[src/rtl/branch_predict_resolve_pkg.sv]
// Shared definitions for the branch-direction predictor: 2-bit counter
// encodings, reset value and the saturating update function.
package branch_predict_resolve_pkg;

  typedef enum logic [1:0] {
    SNT = 2'b00,
    WNT = 2'b01,
    WT  = 2'b10,
    ST  = 2'b11
  } ctr_e;

  localparam ctr_e CTR_RESET = WNT;

  // Saturating step toward the resolved direction.
  function automatic ctr_e ctr_next(input ctr_e cur, input logic taken);
    ctr_e nxt;
    nxt = cur;
    case (cur)
      SNT:     nxt = taken ? WNT : SNT;
      WNT:     nxt = taken ? WT  : SNT;
      WT:      nxt = taken ? ST  : WNT;
      ST:      nxt = taken ? ST  : WT;
      default: nxt = CTR_RESET;
    endcase
    return nxt;
  endfunction

  function automatic logic ctr_taken(input ctr_e cur);
    return cur[1];
  endfunction

endpackage

[src/rtl/branch_predict_resolve_fifo.sv]
// In-flight prediction FIFO: synchronous push/pop with a flush that
// empties the queue and drops any push in the same cycle.
module bp_inflight_fifo #(
  parameter int unsigned DEPTH = 4,
  parameter int unsigned WIDTH = 5
) (
  input  logic                     clk,
  input  logic                     rst,
  input  logic                     push,
  input  logic                     pop,
  input  logic                     flush,
  input  logic [WIDTH-1:0]         wdata,
  output logic [WIDTH-1:0]         rdata_c,
  output logic [$clog2(DEPTH):0]   count,
  output logic                     full_c,
  output logic                     empty_c
);

  localparam int unsigned PW = $clog2(DEPTH);
  localparam int unsigned CW = PW + 1;

  logic [WIDTH-1:0] mem [DEPTH];
  logic [PW-1:0]    wr_ptr;
  logic [PW-1:0]    rd_ptr;
  logic             push_ok;
  logic             pop_ok;

  assign full_c  = (count == CW'(DEPTH));
  assign empty_c = (count == '0);
  assign push_ok = push & ~full_c & ~flush;
  assign pop_ok  = pop & ~empty_c;
  assign rdata_c = mem[rd_ptr];

  // Payload storage needs no reset; occupancy gates every read.
  always_ff @(posedge clk) begin
    if (push_ok) mem[wr_ptr] <= wdata;
  end

  always_ff @(posedge clk or posedge rst) begin
    if (rst) begin
      wr_ptr <= '0;
      rd_ptr <= '0;
      count  <= '0;
    end else if (flush) begin
      wr_ptr <= '0;
      rd_ptr <= '0;
      count  <= '0;
    end else begin
      if (push_ok) wr_ptr <= wr_ptr + PW'(1);
      if (pop_ok)  rd_ptr <= rd_ptr + PW'(1);
      count <= count + CW'(push_ok) - CW'(pop_ok);
    end
  end

endmodule

[src/rtl/branch_predict_resolve.sv]
// Branch-direction predictor: PC-indexed 2-bit counter table, in-order
// resolution against queued predictions, squash of younger entries on a miss.
module branch_predict_resolve
  import branch_predict_resolve_pkg::*;
#(
  parameter int unsigned INDEX_BITS = 4,
  parameter int unsigned DEPTH      = 4
) (
  input  logic                   clk,
  input  logic                   rst,
  input  logic                   pred_valid,
  input  logic [31:0]            pred_pc,
  output logic                   prediction,
  output logic                   pred_ready,
  input  logic                   res_valid,
  input  logic                   res_taken,
  output logic                   outcome,
  output logic                   miss,
  output logic [$clog2(DEPTH):0] count
);

  localparam int unsigned ENTRIES = 1 << INDEX_BITS;
  localparam int unsigned EW      = INDEX_BITS + 1;

  ctr_e                  ctr_q [ENTRIES];
  logic [INDEX_BITS-1:0] pred_idx;
  logic [INDEX_BITS-1:0] head_idx;
  logic                  head_pred;
  logic [EW-1:0]         head_c;
  logic                  full_c;
  logic                  empty_c;
  logic                  push_c;
  logic                  res_accept_c;
  logic                  mispredict_c;
  logic                  unused_pc_bits;

  assign pred_idx       = pred_pc[INDEX_BITS+1:2];
  assign unused_pc_bits = ^{pred_pc[31:INDEX_BITS+2], pred_pc[1:0]};

  // Table read has no bypass: a same-cycle update is visible next cycle.
  assign prediction   = ctr_taken(ctr_q[pred_idx]);
  assign pred_ready   = ~full_c;
  assign push_c       = pred_valid & pred_ready;
  assign res_accept_c = res_valid & ~empty_c;
  assign {head_idx, head_pred} = head_c;
  assign mispredict_c = res_accept_c & (res_taken != head_pred);

  bp_inflight_fifo #(
    .DEPTH (DEPTH),
    .WIDTH (EW)
  ) u_fifo (
    .clk     (clk),
    .rst     (rst),
    .push    (push_c),
    .pop     (res_accept_c),
    .flush   (mispredict_c),
    .wdata   ({pred_idx, prediction}),
    .rdata_c (head_c),
    .count   (count),
    .full_c  (full_c),
    .empty_c (empty_c)
  );

  // Train the counter named by the oldest in-flight prediction.
  always_ff @(posedge clk or posedge rst) begin
    if (rst) begin
      for (int i = 0; i < int'(ENTRIES); i++) ctr_q[i] <= CTR_RESET;
    end else if (res_accept_c) begin
      ctr_q[head_idx] <= ctr_next(ctr_q[head_idx], res_taken);
    end
  end

  always_ff @(posedge clk or posedge rst) begin
    if (rst) begin
      miss    <= 1'b0;
      outcome <= 1'b0;
    end else begin
      miss <= mispredict_c;
      if (res_accept_c) outcome <= res_taken;
    end
  end

endmodule

[config.mk]
export PLATFORM = sky130hd
export DESIGN_NAME = branch_predict_resolve
export DESIGN_NICKNAME = d
export VERILOG_FILES = /design/src/rtl/branch_predict_resolve_pkg.sv /design/src/rtl/branch_predict_resolve_fifo.sv /design/src/rtl/branch_predict_resolve.sv
export SDC_FILE = /design/constraint.sdc
export NUM_CORES = 1
export LEC_CHECK = 0
export CORE_MARGIN = 3
export CORE_UTILIZATION = 49
export CTS_CLUSTER_SIZE = 10
export DETAILED_ROUTE_END_ITERATION = 7
export GPL_TIMING_DRIVEN = 0
export PLACE_DENSITY_LB_ADDON = 0.05
export SYNTH_ARGS = -nofsm -noshare
export SYNTH_HDL_FRONTEND = slang
export SYNTH_SLANG_ARGS = --single-unit
[constraint.sdc]
create_clock -name clk -period 2.51 [get_ports clk]
set_input_delay 0.502 -clock clk [delete_from_list [all_inputs] [get_ports clk]]
set_output_delay 0.502 -clock clk [all_outputs]
set_load 0.005 [all_outputs]
==> flow_metrics.py <==
metrics = {
    "yosys": {
        "synth-warning-count": 0,
        "ys_types": 37,
        "synth_edf_count": 20,
        "synthArstFlopShare_pct": 67.2,
        "yosys.area.top_type": "dfrtp_1",
        "ys_seq_area_share_pct": 53.6,
        "syn-cell-area_um2": 3070,
        "yosys.cell_count.top_type": "mux2_2",
        "synth_area_leaders": "dfrtp_1 (20%), edfxtp_1 (20%), dfstp_2 (14%), mux2_2 (12%), mux2i_1 (6.2%)",
        "syn_nets": 272,
        "synth_commonest_cells": "mux2_2 (32), dfrtp_1 (25), nand2_1 (22), edfxtp_1 (20), mux2i_1 (19)",
        "yosys_register_bits": 61,
        "synth_flop_cell": "dfrtp_1",
        "synth_top_area_share_pct": 20.4,
        "synth.avg_cell_area_um2": 13.5,
        "netlist_instances": 228,
    },
    "global_routing": {
        "grt_usage_pct": 19.1,
        "grt_pass1_vias": 1947,
        "grt_first_pass_wirelength_um": 10500,
        "antenna_found_initial": 0,
        "grt_overflow": 0,
        "grt_max_degree": 42,
    },
    "worst_setup_path": {
        "startpoint_type": "flop",
        "crit_family": "multiplexers",
        "crit_path_top_delay_cell": "mux4_2",
        "end_kind": "flop",
        "arrival_ns": 2.89,
        "cp_cell_sequence": "buf_6 > mux4_2 > buf_8 > buf_8 > mux2i_1 > o22ai_1 > o21a_2 > nor3_4 > o21ai_4 > buf_6 > mux2_4",
        "crit_type": "reg2reg",
        "cp.required_ns": 2.73,
        "critical-path-max-stage-delay_ns": 0.52,
        "worstPathMaxFanout": 8,
        "crit_buf_inv": 4,
    },
    "run": {
        "drv_cap": 0,
    },
    "floorplan": {
        "io_pins": 44,
        "start_util_pct": 51.3,
        "fp-row-count": 28,
        "chipHeight_um": 85.2,
        "core_um2": 5990,
        "die_area_um2": 7260,
        "die_w_um": 85.2,
    },
    "route": {
        "via_per_inst": 5.41,
        "ant_nets": 0,
        "wire_per_inst_um": 18.0,
        "drt_iter0_drc": 123,
        "dr_total_vias": 1919,
        "drc": 0,
        "drt_first_pass_iters": 4,
        "wl_um": 6400,
    },
    "sta": {
        "relSlewSlack_pct": 43.9,
        "finalSetupViolCount": 32,
        "rsz0062_at_grt": "yes",
        "finalHoldViolCount": 0,
        "tightestPinTransition_ns": 0.840,
        "post-route-period-util_pct": 107,
        "maxSlewViolCount": 0,
        "timing.hold.ws_ns": 0.449,
        "fin_crit_ns": 2.67,
        "setup_ws_ns": -0.163,
        "max_freq_mhz": 374,
        "finClkSkew_ns": 0.00501,
        "fin_setup_tns_ns": -4.14,
    },
    "clocking": {
        "path_clk_slew_ns": 0.07,
        "htree_levels": 3,
        "cts_made_buffers": 9,
        "cts_tree": "done",
        "hold_buffers": 0,
        "cts_root_buf": "clkbuf_8",
        "clock_sinks": 61,
        "clock_path_buffers": 2,
        "clk_latency_ns": 0.34,
    },
    "cells_and_area": {
        "antennaDiodeCount": 0,
        "drive_gt1_share_pct": 43.2,
        "areaGrowthSynthToFinish_pct": 25.4,
        "fin_nets": 319,
        "final_cells": 355,
        "fill_cells": 458,
        "final_core_utilization_pct": 64.3,
    },
    "status": {
        "status": "complete, but fails checks",
        "violations": "setup timing",
    },
    "place": {
        "port_buffers": 15,
        "place_inst": 318,
        "dp_hpwl_um": 4200,
        "place_congestion": 0.788,
    },
    "pwr": {
        "leakage_nw": 1.60,
        "ir_worst_vdd_uv": 816,
        "powerDensity_nw_per_um2": 1320,
    },
    "min_path": {
        "hp-class": "in2reg",
    },
}
## through the flow
stage | power [W] | worst slack, ns | area [um^2]
final | 0.00509 | -0.163 | 3850
after global routing | 0.00545 | -0.279 | 3850
after CTS | 0.00471 | -0.147 | 3660
after detailed placement | 0.00354 | -0.821 | 3320
after global placement | 0.00352 | -0.829 | 3320
after floorplan | 0.00300 | 0.0267 | 3070
## placed cells by master, fill, tap and decap left out, types with 2 or more instances in the layout
cell type and instances:
nand3b_1 2, ha_1 6, dfstp_2 16, mux2_4 9, a21oi_4 2, clkdlybuf4s50_1 12, xor2_1 2, mux4_2 8
edfxtp_1 20, nor2_1 9, clkbuf_8 9, and2_1 6, mux2i_1 18, nand2_1 22, inv_1 7, o21ai_4 2
mux2_2 23, nand2b_1 2, o22ai_1 2, xnor2_1 3, nor2b_1 6, buf_8 2, buf_6 13, o22a_1 2
buf_4 16, dfrtp_1 25, clkinvlp_4 3, nand3_1 5, clkinv_2 2
## per-layer routing
metal	global-route usage (%)	share of wire [%]	wire, um	vias up
met5	0	0	0	-
met4	7.34	1.7	110	0
met3	3.79	2.8	181	11
met2	27.4	46	2920	32
met1	28.6	50	3190	958
li1	-	-	-	918
## power breakdown
group	internal [W]	total (W)	switching, W
clock	0.000450	0.000836	0.000386
sequential	0.00141	0.00160	0.000190
combinational	0.00140	0.00265	0.00125
total	0.00327	0.00509	0.00182
## repair_timing
action / CTS / global route
gates resized for setup: 34 / 24
endpoints found under the hold margin: 0 / 0
pin swaps: 4 / 6
gates cloned: 0 / 2
setup buffers: 7 / 13
setup endpoints to repair: 55 / 34
## cell type report
type                       instances  area (um^2)  area share (%)
clock inverter                     7         66.3            1.72
multi-input combinational        149         1450            37.6
buffer                             9         98.8            2.56
timing repair buffer              37          344            8.93
sequential                        61         1650            42.7
clock buffer                       9          124            3.21
tap                               75         93.8            2.44
inverter                           8         30.0           0.779
## worst paths after layout
path | end | from | cells after the start | slack, ns
worst max register to register | ctr_q[27]$_DFFE_PP0P_ | u_fifo.rd_ptr[0]$_DFFE_PP0P_ | 11 | -0.16
worst min register to register | outcome$_DFFE_PP0P_ | outcome$_DFFE_PP0P_ | 2 | 0.50
worst min-delay path | u_fifo.mem[0][1]$_DFFE_PP_ | pred_pc[2] | 1 | 0.45
worst max-delay path | ctr_q[27]$_DFFE_PP0P_ | u_fifo.rd_ptr[0]$_DFFE_PP0P_ | 11 | -0.16
min in group asynchronous | outcome$_DFFE_PP0P_ | rst | 2 | 0.65
max in group asynchronous | ctr_q[27]$_DFFE_PP0P_ | rst | 2 | 1.33
## flip-flops by register name, indices dropped and copies added, names as in the netlist
signal / cells
miss: 1
u_fifo.rd_ptr: 2
u_fifo.wr_ptr: 2
u_fifo.mem: 20
u_fifo.count: 3
ctr_q: 32
outcome: 1
## logic make-up after synthesis
logic type / after synthesis / synth area share [%]
compound gates: 16 / 3.83
xor+xnor: 6 / 1.71
fa+ha+maj: 7 / 3.09
buf+inv: 18 / 3.70
flops: 61 / 53.6
mux: 60 / 24.6
simple gates: 60 / 9.48
(Power assumes the default switching activity.)
==> patch, RTL diff (same settings) <==
`INDEX_BITS`: 4 -> 5.
--- a/src/rtl/branch_predict_resolve.sv
+++ b/src/rtl/branch_predict_resolve.sv
@@ -5,3 +5,3 @@
 #(
-  parameter int unsigned INDEX_BITS = 4,
+  parameter int unsigned INDEX_BITS = 5,
   parameter int unsigned DEPTH      = 4
Check against the original RTL: not equivalent (Yosys sat finds a counterexample within 4 cycles, from zero or initial values and one cycle with rst high).
==> patch against the unedited design <==
  * The flow still finishes with violations (negative setup slack)
  * Synthesized cell count grew 55%
  * Sequential cell count grew 36
  * Routed wire length grew 77%
  * Cell area grew 55%
  * Clock power grew 26%
  * Area after synthesis grew 61%
  * Worst setup slack lost 580 ps
  * Power grew 56%
  * Global-route usage grew 1.4 points
  * Critical endpoint is now ctr_q[58]
  * Largest cell class unchanged
==> patch: results <==
[run_status]
status = finished, violations left
violations = negative setup slack

[finish]
top_regs = ctr_q (64), u_fifo.mem (24), u_fifo.count (3)
largest_reg_flops = 64
fillerInstances = 777
layout-drive-gt1-share_pct = 48.4

[worst_setup_path]
crit_path_end = ctr_q[58]
path_max_fanout = 6
worstSetupStartpoint = u_fifo.rd_ptr[1]
reg2reg_depth = 10
cp.arrival_ps = 3560

[global_routing]
grtUsageTotal_pct = 20.4
grt_pass1_wl_um = 17400
use_met1_pct = 29.8
gr-usage-met3_pct = 3.95
grt_max_degree = 44

[yosys]
synth_compound_area_share_pct = 1.70
synth_cell_type_count = 41
synthXorXnorAreaFrac_pct = 1.06
synthTopCellsByCount = mux2_2 (73), mux2i_1 (43), dfrtp_1 (41)
async_reset_ff_share_pct = 75.3
yosys.area_share.adder_pct = 2.38
synth-seq-area-share_pct = 52.3
syn_nets = 397

[power_and_ir_drop]
ir_drop_v = 0.000665
comb_power_share_pct = 53.9
clk-power_mw = 1.05
power_density_nw_per_um2 = 1330
switching_power_mw = 2.94

[detailed_routing]
dr.pass1.iters = 5
avgViaCountPerCell = 5.59
wl_met2_um = 5210
met3WireLength_um = 467
wl_um = 11300

[placement]
dp_cells = 503
port_buffers = 16
gp_congestion = 0.799
dp_hpwl_um = 7560

[sta]
fin_ws_ps = -740
finClkSkew_ps = 15.1
finalSetupViolations = 65

[clock_tree]
clk_pin_slew_ps = 100
clock_latency_ps = 380
[patch: changes by cell type after synthesis, sizes merged, moves of 6 or more]
cell | before | now
dfrtp | 25 | 41
dfstp | 16 | 32
mux2 | 32 | 73
mux2i | 19 | 43
mux4 | 9 | 15
nor2 | 11 | 25
[patch: layout make-up]
| cell class | instances | area share, % |
|---|---|---|
| Buffer | 16 | 3.71 |
| Clock buffer | 9 | 2.07 |
| Clock inverter | 7 | 1.28 |
| Inverter | 7 | 0.482 |
| Multi-Input combinational cell | 232 | 39.1 |
| Sequential cell | 97 | 43.3 |
| Tap cell | 133 | 2.78 |
| Timing Repair Buffer | 43 | 7.27 |
[patch: metrics by stage]
stage,utilization (%),TNS [ps],hold slack (ps),setup WS (ps),area [µm²]
2_1_floorplan,-,-28750,470,-536,4960
3_3_place_gp,54.0,-111360,467,-1280,5280
3_5_place_dp,54.3,-56040,464,-1270,5310
4_1_cts,58.5,-43160,474,-727,5710
5_1_grt,61.1,-50030,302,-804,5980
6_report,61.1,-43850,305,-740,5980
